[src/rtl/trap_filter_sequencer_if.sv]
// ---------------------------------------------------------------------------
// trap_filter_sequencer_if
//   Valid/ready bundle that carries the captured trapezoid peak from the
//   event sequencer to its consumer.
//
//   Signals:
//     peak_data  - captured maximum of the filter output (DATA_W bits)
//     peak_valid - peak_data holds a completed measurement
//     peak_ready - consumer accepts peak_data this cycle
//
//   Modports:
//     master - the sequencer (drives peak_data/peak_valid)
//     slave  - the consumer  (drives peak_ready)
// ---------------------------------------------------------------------------
interface trap_filter_sequencer_if #(
    parameter int DATA_W = 21
);
    logic [DATA_W-1:0] peak_data;
    logic              peak_valid;
    logic              peak_ready;

    modport master (
        output peak_data,
        output peak_valid,
        input  peak_ready
    );

    modport slave (
        input  peak_data,
        input  peak_valid,
        output peak_ready
    );
endinterface

[src/rtl/trap_filter_sequencer.sv]
// ---------------------------------------------------------------------------
// trap_filter_sequencer
//   Event sequencer for a trapezoidal shaping filter. Holds the filter in
//   reset between events, triggers on an ADC sample above THRESHOLD, waits
//   for the flat top, captures the peak filter output over a window and
//   presents it on a valid/ready port, then flushes the filter.
//
//   Ports:
//     clk          - system clock
//     reset        - asynchronous active-low reset
//     input_data   - raw ADC sample (same source that feeds the filter)
//     filt_data    - filter output, SIZE_FILTER_DATA+1 bits
//     filt_reset   - active-low reset to the filter (registered)
//     busy         - high in every state except IDLE (registered)
//     peak_if      - master side of the peak valid/ready bundle
//     event_count  - accepted events, saturating
//     pileup_count - rejected (piled-up) events, saturating
//
//   Build option:
//     TRAP_SEQ_PILEUP_REJECT_EN - when defined, a second threshold crossing
//     after the input has dropped back below THRESHOLD during SETTLE or
//     MEASURE aborts the event straight to FLUSH and bumps pileup_count.
//     When undefined the pileup logic is absent and pileup_count reads 0.
// ---------------------------------------------------------------------------
module trap_filter_sequencer #(
    parameter int SIZE_ADC_DATA    = 12,
    parameter int SIZE_FILTER_DATA = 20,
    parameter int THRESHOLD        = 64,
    parameter int SETTLE_CYCLES    = 8,
    parameter int FLAT_CYCLES      = 4,
    parameter int FLUSH_CYCLES     = 16
) (
    input  logic                        clk,
    input  logic                        reset,
    input  logic [SIZE_ADC_DATA-1:0]    input_data,
    input  logic [SIZE_FILTER_DATA:0]   filt_data,
    output logic                        filt_reset,
    output logic                        busy,
    trap_filter_sequencer_if.master     peak_if,
    output logic [15:0]                 event_count,
    output logic [15:0]                 pileup_count
);

    typedef enum logic [2:0] {
        ST_FLUSH   = 3'd0,
        ST_IDLE    = 3'd1,
        ST_SETTLE  = 3'd2,
        ST_MEASURE = 3'd3,
        ST_HOLD    = 3'd4
    } state_t;

    localparam logic [SIZE_ADC_DATA-1:0] THRESH_VAL  = SIZE_ADC_DATA'(THRESHOLD);
    localparam logic [7:0]               SETTLE_LOAD = 8'(SETTLE_CYCLES);
    localparam logic [7:0]               FLAT_LOAD   = 8'(FLAT_CYCLES);
    localparam logic [7:0]               FLUSH_LOAD  = 8'(FLUSH_CYCLES);

    state_t                    state_r;
    state_t                    state_s;
    logic [7:0]                cnt_r;
    logic [7:0]                cnt_s;
    logic [SIZE_FILTER_DATA:0] peak_r;
    logic [SIZE_FILTER_DATA:0] peak_s;
    logic                      peak_valid_r;
    logic                      filt_reset_r;
    logic                      busy_r;
    logic                      trig_r;
    logic                      above_s;
    logic                      accept_s;
    logic                      pileup_s;
    logic [15:0]               event_count_r;

    assign above_s = (input_data > THRESH_VAL);

`ifdef TRAP_SEQ_PILEUP_REJECT_EN
    logic        window_s;
    logic        below_r;
    logic [15:0] pileup_count_r;

    assign window_s = (state_r == ST_SETTLE) || (state_r == ST_MEASURE);
    // below_r only reflects earlier edges, so a dip and re-crossing must span two edges
    assign pileup_s = window_s && below_r && above_s;

    // Rearm flag: remembers that the input fell back to baseline inside the window
    always_ff @(posedge clk or negedge reset) begin
        if (!reset) begin
            below_r <= 1'b0;
        end else if (state_r == ST_IDLE) begin
            below_r <= 1'b0;
        end else if (window_s && !above_s) begin
            below_r <= 1'b1;
        end else begin
            below_r <= below_r;
        end
    end

    // Saturating count of events aborted by pileup
    always_ff @(posedge clk or negedge reset) begin
        if (!reset) begin
            pileup_count_r <= 16'd0;
        end else if (pileup_s && (pileup_count_r != 16'hFFFF)) begin
            pileup_count_r <= pileup_count_r + 16'd1;
        end else begin
            pileup_count_r <= pileup_count_r;
        end
    end

    assign pileup_count = pileup_count_r;
`else
    assign pileup_s     = 1'b0;
    assign pileup_count = 16'd0;
`endif

    // Next-state, cycle counter and running-peak decode
    always_comb begin
        state_s  = state_r;
        cnt_s    = cnt_r;
        peak_s   = peak_r;
        accept_s = 1'b0;
        case (state_r)
            ST_FLUSH: begin
                if (cnt_r <= 8'd1) begin
                    state_s = ST_IDLE;
                    cnt_s   = 8'd0;
                end else begin
                    cnt_s = cnt_r - 8'd1;
                end
            end
            ST_IDLE: begin
                // trig_r is the registered threshold decision taken while idle
                if (trig_r) begin
                    state_s = ST_SETTLE;
                    cnt_s   = SETTLE_LOAD;
                    peak_s  = '0;
                end else begin
                    cnt_s = 8'd0;
                end
            end
            ST_SETTLE: begin
                if (pileup_s) begin
                    state_s = ST_FLUSH;
                    cnt_s   = FLUSH_LOAD;
                end else if (cnt_r <= 8'd1) begin
                    state_s = ST_MEASURE;
                    cnt_s   = FLAT_LOAD;
                end else begin
                    cnt_s = cnt_r - 8'd1;
                end
            end
            ST_MEASURE: begin
                if (filt_data > peak_r) begin
                    peak_s = filt_data;
                end else begin
                    peak_s = peak_r;
                end
                if (pileup_s) begin
                    state_s = ST_FLUSH;
                    cnt_s   = FLUSH_LOAD;
                end else if (cnt_r <= 8'd1) begin
                    state_s = ST_HOLD;
                    cnt_s   = 8'd0;
                end else begin
                    cnt_s = cnt_r - 8'd1;
                end
            end
            ST_HOLD: begin
                if (peak_valid_r && peak_if.peak_ready) begin
                    state_s  = ST_FLUSH;
                    cnt_s    = FLUSH_LOAD;
                    accept_s = 1'b1;
                end else begin
                    state_s = ST_HOLD;
                end
            end
            default: begin
                state_s = ST_FLUSH;
                cnt_s   = FLUSH_LOAD;
            end
        endcase
    end

    // State, counter, peak and registered output flags
    always_ff @(posedge clk or negedge reset) begin
        if (!reset) begin
            state_r      <= ST_FLUSH;
            cnt_r        <= FLUSH_LOAD;
            peak_r       <= '0;
            peak_valid_r <= 1'b0;
            filt_reset_r <= 1'b0;
            busy_r       <= 1'b1;
            trig_r       <= 1'b0;
        end else begin
            state_r      <= state_s;
            cnt_r        <= cnt_s;
            peak_r       <= peak_s;
            peak_valid_r <= (state_s == ST_HOLD);
            filt_reset_r <= (state_s != ST_FLUSH);
            busy_r       <= (state_s != ST_IDLE);
            trig_r       <= (state_r == ST_IDLE) && above_s;
        end
    end

    // Saturating count of events handed to the consumer
    always_ff @(posedge clk or negedge reset) begin
        if (!reset) begin
            event_count_r <= 16'd0;
        end else if (accept_s && (event_count_r != 16'hFFFF)) begin
            event_count_r <= event_count_r + 16'd1;
        end else begin
            event_count_r <= event_count_r;
        end
    end

    assign filt_reset         = filt_reset_r;
    assign busy               = busy_r;
    assign event_count        = event_count_r;
    assign peak_if.peak_data  = peak_r;
    assign peak_if.peak_valid = peak_valid_r;

endmodule

[src/flat_wrapper.sv]
// flat-port wrapper written by rule: the top's interface ports become plain ports
module trap_filter_sequencer_flat 
#(
    parameter int SIZE_ADC_DATA    = 12,
    parameter int SIZE_FILTER_DATA = 20,
    parameter int THRESHOLD        = 64,
    parameter int SETTLE_CYCLES    = 8,
    parameter int FLAT_CYCLES      = 4,
    parameter int FLUSH_CYCLES     = 16
)
  (clk, reset, input_data, filt_data, filt_reset, busy, event_count, pileup_count, peak_if_peak_data, peak_if_peak_valid, peak_if_peak_ready);
  trap_filter_sequencer_if #(.DATA_W(21)) peak_if_i ();
  input  logic clk;
  input  logic reset;
  input  logic [SIZE_ADC_DATA-1:0] input_data;
  input  logic [SIZE_FILTER_DATA:0] filt_data;
  output logic filt_reset;
  output logic busy;
  output logic [15:0] event_count;
  output logic [15:0] pileup_count;
  output wire logic [$bits(peak_if_i.peak_data)-1:0] peak_if_peak_data;
  output wire logic [$bits(peak_if_i.peak_valid)-1:0] peak_if_peak_valid;
  input wire logic [$bits(peak_if_i.peak_ready)-1:0] peak_if_peak_ready;
  assign peak_if_peak_data = peak_if_i.peak_data;
  assign peak_if_peak_valid = peak_if_i.peak_valid;
  assign peak_if_i.peak_ready = peak_if_peak_ready;
  trap_filter_sequencer #(.SIZE_ADC_DATA(SIZE_ADC_DATA), .SIZE_FILTER_DATA(SIZE_FILTER_DATA), .THRESHOLD(THRESHOLD), .SETTLE_CYCLES(SETTLE_CYCLES), .FLAT_CYCLES(FLAT_CYCLES), .FLUSH_CYCLES(FLUSH_CYCLES)) u_core (.clk(clk), .reset(reset), .input_data(input_data), .filt_data(filt_data), .filt_reset(filt_reset), .busy(busy), .peak_if(peak_if_i), .event_count(event_count), .pileup_count(pileup_count));
endmodule
[config.mk]
export PLATFORM = sky130hd
export DESIGN_NAME = trap_filter_sequencer_flat
export DESIGN_NICKNAME = d
export VERILOG_FILES = /design/src/rtl/trap_filter_sequencer_if.sv /design/src/rtl/trap_filter_sequencer.sv /design/src/flat_wrapper.sv
export SDC_FILE = /design/constraint.sdc
export NUM_CORES = 1
export LEC_CHECK = 0
export ABC_AREA = 1
export CORE_ASPECT_RATIO = 0.75
export CORE_UTILIZATION = 53
export DETAILED_ROUTE_END_ITERATION = 8
export GPL_TIMING_DRIVEN = 0
export PLACE_DENSITY = 0.87
export SETUP_SLACK_MARGIN = 0.1
export SYNTH_ARGS = -nofsm -noshare
export SYNTH_HDL_FRONTEND = slang
export SYNTH_SLANG_ARGS = --single-unit
[constraint.sdc]
create_clock -name clk -period 2.72 [get_ports clk]
set_input_delay 0.544 -clock clk [delete_from_list [all_inputs] [get_ports clk]]
set_output_delay 0.544 -clock clk [all_outputs]
set_load 0.01 [all_outputs]
==> flow_summary.toml <==
[critical_path]
path_buf_inv = 2
critPathArrivalTime_ns = 2.36
critPathCaptureType = "register"
cp.required_ns = 2.93
cp_cell_sequence = "clkdlybuf4s50_1 -> ha_1 -> nand2_1 -> nor2_1 -> nand3_1 -> nor2_2 -> nand2_1 -> nand3_2 -> nand2_4 -> buf_4 -> nand3_1 -> nand2_1"
cp_max_fo = 10
crit_top_cell = "nand2_1"
slowest_delay_ns = 0.44
path_delay_family = "simple AND/OR/NAND/NOR gates"
worstSetupStartpointType = "input pin"
crit_slowest_cell = "clkdlybuf4s50_1"
critical_path_class = "in -> reg"

[sta]
slew_headroom_pct = 60.25
hold_viol = 0
finalSetupViolCount = 0
slew_viol_final = 0
finalSetupTns_ns = 0
finClkSkew_ns = 0.009341
fin_crit_ns = 2.147
clock.fmax_mhz = 465.8
rsz0062_at_grt = "no"
fin_crit_sh_pct = 78.93
hold_slack_ns = 0.2221
tightest_slew_ns = 0.5963

[routing]
wl_per_cell_microns = 12.72
vias = 3106
drtPass1Iterations = 4
viasPerCell = 4.938
drcViolationCount = 0
drt-initial-drc-count = 160
wl_mm = 8.000
ant_nets = 0

[logic_synthesis]
synth_area_per_cell_sq_um = 7.538
synth_seq_cells = 52
ys_types = 41
synth-edff-count = 0
synth-main-ff-cell = "dfrtp_1"
syn_area_sq_um = 3407
synth_async_sr_flop_share_pct = 100.0
yosysWarnings = 0
syn_inst = 452
ys_seq_area_share_pct = 38.27

[worst_hold_path]
hold_class = "in -> async"

[clock_network]
cts_buffers = 5
cts_setup_buffers = 0
clock-sinks = 52
cts_root_buf = "clkbuf_8"
htreeDepth = 2
clk_path_buf_depth = 2
cts_tree = "yes"
holdBufCountCts = 0
clk_pin_slew_worst_paths_ns = 0.10
cts_resized = 0
clk_latency_ns = 0.31

[cells_and_area]
final_core_util_pct = 73.90
drive_above_1_share_pct = 9.619
fillers = 464
nNetsFinal = 610
diodes = 0
area_delta_synth_final_pct = 30.26

[die]
coreArea_sq_um = 6006
die_y_microns = 71.44
die-area_sq_um = 6756
start_util_pct = 56.73
boundaryPins = 92
dieWidth_microns = 94.58
placementRows = 24

[power_and_ir_drop]
vdd_ir_drop_max_uv = 465.6
leakagePower_nw = 2.292
power_density_nw_per_um2 = 828.0

[place]
gp_congestion = 0.8589
numPortBuffers = 75
hpwl_mm = 6.165

[global_route]
grt_pass1_vias = 3030
grt_usage_pct = 25.42
grt_pass1_wl_mm = 13.43
grt_overflow = 0
grt_max_degree = 30
antenna_found_initial = 0

[run]
drv_cap = 0

[run_status]
status = "finished clean"
==> metrics by stage <==
| step | cell area [sq um] | total power, W | worst slack, ns | instances |
|---|---|---|---|---|
| 4_1_cts | 4438 | 0.003688 | 0.5665 | 629 |
| 3_5_place_dp | 4327 | 0.003125 | 0.2351 | 621 |
| 6_report | 4438 | 0.003675 | 0.5731 | 629 |
| 5_1_grt | 4438 | 0.003985 | 0.4561 | 629 |
| 3_3_place_gp | 4312 | 0.003025 | -0.4590 | 620 |
| 2_1_floorplan | 3463 | 0.002393 | 0.9180 | 467 |
==> synth_stat cells, drive strengths merged (2+ instances only) <==
master / count / area, sq um
clkbuf: 2 / 7.510
nand2: 113 / 441.7
nor3: 13 / 70.07
inv: 81 / 306.5
nor3b: 2 / 15.01
ha: 24 / 300.3
or2: 4 / 25.03
o21ai: 9 / 48.80
xor2: 12 / 105.1
a21oi: 10 / 57.56
nand3b: 2 / 15.01
dfstp: 2 / 52.55
nand3: 39 / 205.2
nand4: 4 / 25.02
nor2: 49 / 198.9
buf: 22 / 170.2
xnor2: 6 / 52.55
dfrtp: 50 / 1251
==> final cells by class <==
cell class | count | area, sq um | area share (%)
buffer | 24 | 177.7 | 4.003
clock buffer | 5 | 68.82 | 1.551
clock inverter | 3 | 42.54 | 0.9586
inverter | 81 | 306.5 | 6.907
multi-input combinational | 310 | 1675 | 37.75
sequential | 52 | 1304 | 29.38
tap | 78 | 97.59 | 2.199
timing repair buffer | 76 | 765.7 | 17.25
==> cells by family (layout without fill, tap and decap cells) <==
| group | after synthesis | after routing | share of synthesized area (%) |
|---|---|---|---|
| AOI/OAI and AO/OA | 24 | 24 | 4.261 |
| and+or+nand+nor | 227 | 227 | 29.42 |
| DFF | 52 | 52 | 38.27 |
| adders and majority gates | 24 | 24 | 8.814 |
| xor gates and xnor gates | 18 | 18 | 4.627 |
| buffers and inverters | 105 | 189 | 14.21 |
| other | 1 | 16 | 0.1101 |
| muxes | 1 | 1 | 0.2938 |
==> sequential cells by signal (all words and copies together) (netlist names) <==
| register | count |
|---|---|
| u_core.state_r | 3 |
| u_core.filt_reset | 1 |
| u_core.busy | 1 |
| u_core.cnt_r | 8 |
| u_core.peak_if.peak_data | 21 |
| u_core.trig_r | 1 |
| u_core.event_count | 16 |
| u_core.peak_if.peak_valid | 1 |
==> routing by layer <==
metal | GRT usage [%] | up-vias | share of wire [%]
met5 | 0 | - | 0
met4 | 8.418 | 0 | 1.6
met3 | 5.202 | 11 | 5.8
met2 | 42.35 | 101 | 47
met1 | 33.27 | 1437 | 46
li1 | - | 1557 | -
==> power by group <==
group | switching, W | internal, W | leakage [nW]
logic | 0.00100 | 0.000875 | 1.56
clock network | 0.000273 | 0.000273 | 0.0541
registers | 0.000219 | 0.00103 | 0.676
==> cells in the final DEF, fill, tap and decap left out, types with 4 or more instances in the layout <==
cell	Yosys	routed
xnor2_1	6	6
nor3_1	12	12
dfrtp_1	50	50
nand4_1	4	4
buf_4	17	17
clkdlybuf4s50_1	0	74
nand2_1	110	110
xor2_1	12	12
conb_1	1	16
o21ai_0	6	6
nor2_1	45	45
a21oi_1	8	8
inv_1	77	77
ha_1	24	24
clkbuf_8	0	5
nand3_1	37	37
==> worst paths after layout <==
kind	end	slack, ns	start	depth (start not counted)
setup reg to reg	u_core.peak_if.peak_data[20]$_DFFE_PN0P_	0.82	u_core.peak_if.peak_data[16]$_DFFE_PN0P_	12
hold reg to reg	u_core.event_count[4]$_DFFE_PN0P_	0.54	u_core.event_count[4]$_DFFE_PN0P_	1
hold / removal	u_core.peak_if.peak_data[8]$_DFFE_PN0P_	0.22	reset	1
setup / recovery	u_core.peak_if.peak_data[20]$_DFFE_PN0P_	0.57	filt_data[16]	12
max in group asynchronous	u_core.cnt_r[4]$_DFFE_PN1P_	1.87	reset	2
min in group clk	u_core.event_count[4]$_DFFE_PN0P_	0.54	u_core.event_count[4]$_DFFE_PN0P_	1
Note: power is estimated with default switching activity, not from simulation.
